[src/rtl/note_mixer_pwm.sv]
// Three-voice envelope mixer: key-gated attack/sustain/release levels, summed per note and
// rendered as a registered PWM stream for an external RC filter.
module note_mixer_pwm #(
    parameter int unsigned clock_frequency      = 12000000,
    parameter int unsigned pwm_width            = 8,
    parameter int unsigned envelope_step_cycles = 12000,
    parameter int unsigned envelope_max         = 85,
    parameter int unsigned attack_step          = 5,
    parameter int unsigned release_step         = 1
) (
    input  logic       clock,
    input  logic       reset_n,
    input  logic [2:0] note,
    input  logic [2:0] key,
    output logic [2:0] active,
    output logic       pwm_out
);

    localparam int unsigned unused_clock_frequency = clock_frequency;
    localparam int unsigned tick_width = $clog2(envelope_step_cycles);

    localparam logic [pwm_width-1:0]  level_max = pwm_width'(envelope_max);
    localparam logic [pwm_width-1:0]  att_inc   = pwm_width'(attack_step);
    localparam logic [pwm_width-1:0]  rel_dec   = pwm_width'(release_step);
    localparam logic [tick_width-1:0] tick_last = tick_width'(envelope_step_cycles - 1);

    typedef enum logic [1:0] {StIdle, StAttack, StSustain, StRelease} state_e;

    logic [2:0]            key_meta;
    logic [2:0]            key_s;
    logic [tick_width-1:0] tick_cnt_q;
    logic                  tick;
    state_e                state_q [3];
    logic [pwm_width-1:0]  level_q [3];
    logic [pwm_width-1:0]  sum;
    logic [pwm_width-1:0]  pwm_cnt_q;
    logic [pwm_width-1:0]  duty_q;

    always_ff @(posedge clock or negedge reset_n) begin
        if (!reset_n) begin
            key_meta <= '0;
            key_s    <= '0;
        end else begin
            key_meta <= key;
            key_s    <= key_meta;
        end
    end

    assign tick = (tick_cnt_q == tick_last);

    always_ff @(posedge clock or negedge reset_n) begin
        if (!reset_n) begin
            tick_cnt_q <= '0;
        end else if (tick) begin
            tick_cnt_q <= '0;
        end else begin
            tick_cnt_q <= tick_cnt_q + 1'b1;
        end
    end

    // Key-driven transitions take priority over the tick and leave the level untouched.
    always_ff @(posedge clock or negedge reset_n) begin
        if (!reset_n) begin
            for (int i = 0; i < 3; i++) begin
                state_q[i] <= StIdle;
                level_q[i] <= '0;
            end
            active <= '0;
        end else begin
            for (int i = 0; i < 3; i++) begin
                active[i] <= (state_q[i] != StIdle);
                unique case (state_q[i])
                    StIdle: begin
                        level_q[i] <= '0;
                        if (key_s[i]) state_q[i] <= StAttack;
                    end
                    StAttack: begin
                        if (!key_s[i]) begin
                            state_q[i] <= StRelease;
                        end else if (tick) begin
                            if (level_q[i] >= level_max - att_inc) begin
                                level_q[i] <= level_max;
                                state_q[i] <= StSustain;
                            end else begin
                                level_q[i] <= level_q[i] + att_inc;
                            end
                        end
                    end
                    StSustain: begin
                        level_q[i] <= level_max;
                        if (!key_s[i]) state_q[i] <= StRelease;
                    end
                    StRelease: begin
                        if (key_s[i]) begin
                            state_q[i] <= StAttack;
                        end else if (tick) begin
                            if (level_q[i] <= rel_dec) begin
                                level_q[i] <= '0;
                                state_q[i] <= StIdle;
                            end else begin
                                level_q[i] <= level_q[i] - rel_dec;
                            end
                        end
                    end
                    default: state_q[i] <= StIdle;
                endcase
            end
        end
    end

    // Sum cannot overflow because 3*envelope_max fits in pwm_width bits.
    always_comb begin
        sum = '0;
        for (int i = 0; i < 3; i++) begin
            if (note[i]) sum = sum + level_q[i];
        end
    end

    always_ff @(posedge clock or negedge reset_n) begin
        if (!reset_n) begin
            pwm_cnt_q <= '0;
            duty_q    <= '0;
            pwm_out   <= 1'b0;
        end else begin
            pwm_cnt_q <= pwm_cnt_q + 1'b1;
            if (&pwm_cnt_q) duty_q <= sum;
            pwm_out <= (pwm_cnt_q < duty_q);
        end
    end

endmodule

[config.mk]
export PLATFORM = sky130hd
export DESIGN_NAME = note_mixer_pwm
export DESIGN_NICKNAME = d
export VERILOG_FILES = /design/src/rtl/note_mixer_pwm.sv
export SDC_FILE = /design/constraint.sdc
export NUM_CORES = 1
export LEC_CHECK = 0
export CORE_MARGIN = 3
export CORE_UTILIZATION = 45
export DETAILED_ROUTE_END_ITERATION = 12
export PLACE_DENSITY = 0.69
export SETUP_SLACK_MARGIN = 0.15
export SLEW_MARGIN = 30
export SYNTH_ARGS = -nofsm -noshare
export SYNTH_HDL_FRONTEND = slang
export SYNTH_SLANG_ARGS = --single-unit
[constraint.sdc]
create_clock -name clock -period 3.9 [get_ports clock]
set_input_delay 0.78 -clock clock [delete_from_list [all_inputs] [get_ports clock]]
set_output_delay 0.78 -clock clock [all_outputs]
set_load 0.03 [all_outputs]
* Word level (Yosys, flattened, before mapping)
Cells that the tools add are included.
** Operators by class
- $add $sub $neg :: 10
- $lt $le $gt $ge :: 7
- Equality and inequality tests :: 40
- Mux-type cells :: 52
- Reductions and logical operators :: 13
** Operators with widths (count)
- 8-bit two-way mux :: 21
- 8-bit case mux with 4 select lines :: 3
- 2-bit two-way mux :: 24
- 2-bit != test, second input constant :: 18
- 3-bit != test, second input constant :: 12
- 8-bit by 3-bit adder with 8-bit output, second input constant :: 3
- 8-bit by 7-bit >= comparator with 1-bit output, second input constant :: 3
- 8-bit by 1-bit <= comparator with 1-bit output, second input constant :: 3
- 2-bit case mux with 4 select lines :: 3
- 8-bit by 1-bit subtractor with 8-bit output, second input constant :: 3
- 6-bit AND reduction :: 3
- 8-bit adder :: 2
- 14-bit by 1-bit adder with 14-bit output, second input constant :: 1
- 14-bit == test, second input constant :: 1
- 14-bit two-way mux :: 1
- 2-bit == test, second input constant :: 6
- 4-bit AND reduction :: 3
- 8-bit by 1-bit adder with 8-bit output, second input constant :: 1
- 8-bit < comparator :: 1
- 8-bit AND reduction :: 1
- 2-bit by 1-bit == test with 1-bit output, second input constant :: 3
- 2-bit logical NOT :: 3
- 2-bit nonzero test :: 3
** Storage, ports and cells
- Register bits :: 70
- Input bits :: 8
- Output and inout bits :: 4
- Word-level logic and storage cells :: 135

* Longest topological paths before layout
- Word-level depth :: 5
- Mapped depth :: 20
- Mapped depth without buffers :: 19

* Worst setup path before layout
OpenSTA, ideal clock, no wires.
- Kind :: input to register
- From :: input note[0]
- To :: register duty_q[7]
- Library setup time :: 0.076 ns
- Data arrival time :: 3.894 ns
- Required time :: 3.824 ns
- Setup slack :: -0.071 ns
- Cell stages on the path :: 20
- Path through :: clkbuf_1 nand2_1 inv_1 ha_1 inv_1 fa_1 nor2b_1 o21ai_0 a21oi_1 or3_1 nand3_1 xnor2_1 ha_1 o21ai_0 nand2b_1 a31oi_1 xor2_1 nor2_1 xnor3_1 o21ai_1
** Between the ends
- Longest elaborated chain between the ends :: 5
** Ends and longest elaborated chain
- from (decl) :: RTL line 13 : input logic [2:0] note,
- 8-bit two-way mux (*) :: RTL line 115 : if (note[i]) sum = sum + level_q[i];
- 8-bit adder :: RTL line 115
- 8-bit two-way mux (*) :: RTL line 115
- 8-bit adder :: RTL line 115
- 8-bit two-way mux (*) :: RTL line 115
- to (signal assigned) :: RTL line 126 : if (&pwm_cnt_q) duty_q <= sum;
- to (decl) :: RTL line 37 : logic [pwm_width-1:0] duty_q;
Mark *: on every way between the ends. The rest lies on a longest branch, timed or not.
A chain may end at the register's enable or synchronous reset.

* Final worst setup path
Ends and elaborated chain as after synthesis.

==> impl_metrics.tcl <==
set metrics [dict create \
    outcome "complete, no violations" \
    drt_iter0_markers 467 \
    drive_gt1_frac 0.113 \
    numCtsBuffers 9 \
    final_antenna_net_count 0 \
    whs_ps 345 \
    grt_first_pass_wirelength_um 20500 \
    die_h_um 115 \
    synth-edff-count 0 \
    n_fill_cell 1025 \
    ys.flop_type "dfrtp_1" \
    clkTransAtPathRegs_ps 60 \
    powerDensity_nw_per_um2 738 \
    yosysMostFrequentCell "dfrtp_1" \
    ys_ff_latch 70 \
    ys_warn_count 0 \
    nets 689 \
    worstMarginPinSlew_ps 880 \
    routed_wl_um 12100 \
    die_area_um2 13100 \
    clock_path_buffers 2 \
    start_util 0.463 \
    netlist_top_cells_count "dfrtp_1 (70), nand2_1 (57), nor2_1 (56), ha_1 (48), a21oi_1 (40)" \
    coreArea_um2 11500 \
    instances_no_fill 779 \
    leakage_nw 2.82 \
    timing.fmax_ghz 0.274 \
    fin_ws_ps 245 \
    cts_hold_buf 0 \
    root_buffer "clkbuf_16" \
    clkLatencyLatePin_ps 350 \
    max-cap-violations 0 \
    hold_viol_final 0 \
    overflow 0 \
    htreeDepth 3 \
    synth_fp_nets 669 \
    yosysSeqAreaShare 0.330 \
    dp_hpwl_um 8480 \
    power.total_mw 4.48 \
    slowest_delay_ps 360 \
    dpl_cell_area_um2 5670 \
    hold_class "reg2reg" \
    netlist.area_leader.share 0.330 \
    ios 12 \
    required_ps 4170 \
    peakVddDrop_mv 0.393 \
    crit_path_max_fanout 3 \
    cts.sinks 70 \
    area_delta_synth_final_pct 14.4 \
    syn_inst 611 \
    cp_slowest_cell "or3_1" \
    via_per_inst 5.81 \
    place_congestion 0.912 \
    num_antenna_cells 0 \
    dp_cells 761 \
    grt_max_degree 71 \
    avgSynthCellArea_um2 8.69 \
    synthDistinctLibCells 74 \
    min_period_over_period 0.937 \
    min_delay_path_depth 0 \
    die_w_um 115 \
    slew_headroom 0.413 \
    yosys.area.top_type "dfrtp_1" \
    antenna_found_initial 0 \
    async_reset_ff_frac 1.00 \
    timing.final.max_slew_violations 0 \
    syn_area_um2 5310 \
    arrival_ps 3920 \
    cts_tree "built" \
    setup_viol 0 \
    end_kind "flop" \
    ff2ff_path_depth 17 \
    final_area_um2 6080 \
    dr_total_vias 4529 \
    crit_chain "dlygate4sd2_1, buf_4, nand2_2, inv_1, ha_1, a21oi_2, a221o_1, a31oi_1, or3_1, a31o_1, ha_1, nor3_1, o21ai_0, a31oi_1, xor2_1, nor2_1, xnor3_1, o21ai_1" \
    first_pass_iters 5 \
    min_period_ps 3650 \
    wl_per_cell_um 15.5 \
    synth.area.top_cells "dfrtp_1 (33%), ha_1 (11%), xnor2_1 (4.1%), nand2_1 (4.0%), nor2_1 (4.0%)" \
    drc_errors 0 \
    setup-tns-final_ps 0 \
    skew_ps 4.91 \
    final_core_util 0.530 \
    grtUsageTotal 0.194 \
    grt_pass1_vias 4369 \
    rsz0062_at_grt "yes" \
    io_buffers 11 \
    critPathKind "in2reg" \
    dp_worst_setup_slack_ps -396 \
    start_kind "input port" \
    rows 39 \
]
-- path summary, 6_finish.rpt --
path | slack, ps | to | startpoint
hold reg to reg | 350 | key_s[2] | key_meta[2]
hold / removal | 350 | key_s[2] | key_meta[2]
setup reg to reg | 510 | duty_q[7] | level_q[8]
min in group asynchronous | 440 | level_q[8] | reset_n
max in group asynchronous | 3010 | key_meta[0] | reset_n
setup / recovery | 250 | duty_q[7] | note[0]
-- sequential cells by signal, summed over array words and instances, names as in the netlist --
| signal | count |
|---|---|
| pwm_out | 1 |
| level_q | 24 |
| state_q | 6 |
| duty_q | 8 |
| tick_cnt_q | 14 |
| active | 3 |
| pwm_cnt_q | 8 |
| key_meta | 3 |
| key_s | 3 |
-- final cells by class --
class,count,area (µm²),area share
clock buffers,11,243,0.0399
clock inverters,5,82.6,0.0136
multi-input cells,474,3370,0.555
repair buffers,37,305,0.0502
flip-flops and latches,70,1750,0.288
inverters,39,146,0.0241
well taps,143,179,0.0294
-- per-layer routing --
metal / wire (µm) / vias to the layer above / GRT usage / share of wire
met1: 5540 / 2188 / 0.252 / 0.46
met5: 0 / - / 0 / 0
met3: 561 / 24 / 0.0470 / 0.046
met4: 284 / 0 / 0.0855 / 0.024
li1: - / 2210 / - / -
met2: 5680 / 107 / 0.307 / 0.47
-- cells in the final DEF (no fill, tap or decap), types with 6 or more instances in the layout --
cell	instances
dfrtp_1	70
nand2_1	56
nor2_1	56
ha_1	46
inv_1	39
a21oi_1	37
o21ai_1	28
buf_4	26
xnor2_1	24
o21ai_0	21
nand3_1	20
a21o_1	14
or3_1	11
xor2_1	11
nor3_1	10
o31ai_1	10
clkbuf_16	9
clkdlybuf4s50_1	9
nand2b_1	8
a221oi_1	7
o21a_1	6
nor3b_1	6
-- worst max-delay path: cells and delay by family --
family / cells / cell delay [ps]
buffers and inverters: 3 / 450
AND/OR/NAND/NOR: 4 / 730
adder cells (fa/ha/maj): 2 / 510
AO/OA/AOI/OAI: 7 / 1140
XOR/XNOR: 2 / 310
-- cells by family (layout without fill, tap and decap cells) --
logic type	count (synthesis)	after routing	synth area share
adders and majority gates	52	52	0.124
muxes	9	9	0.0179
xor gates and xnor gates	38	38	0.0652
and+or+nand+nor	204	204	0.192
DFF	70	70	0.330
buffers and inverters	67	92	0.0485
AOI/OAI and AO/OA	171	171	0.222
-- power breakdown --
part | internal, mW | switching (mW) | total, mW
clock network | 0.578 | 0.320 | 0.898
logic | 1.03 | 1.37 | 2.39
registers | 0.876 | 0.316 | 1.19
total | 2.48 | 2.00 | 4.48
-- timing repair --
item,CTS,global route
resized for setup,4,11
pin swaps,5,9
endpoints found under the setup margin,3,3
buffers inserted,1,1
Power figures use the tool's default switching activity.
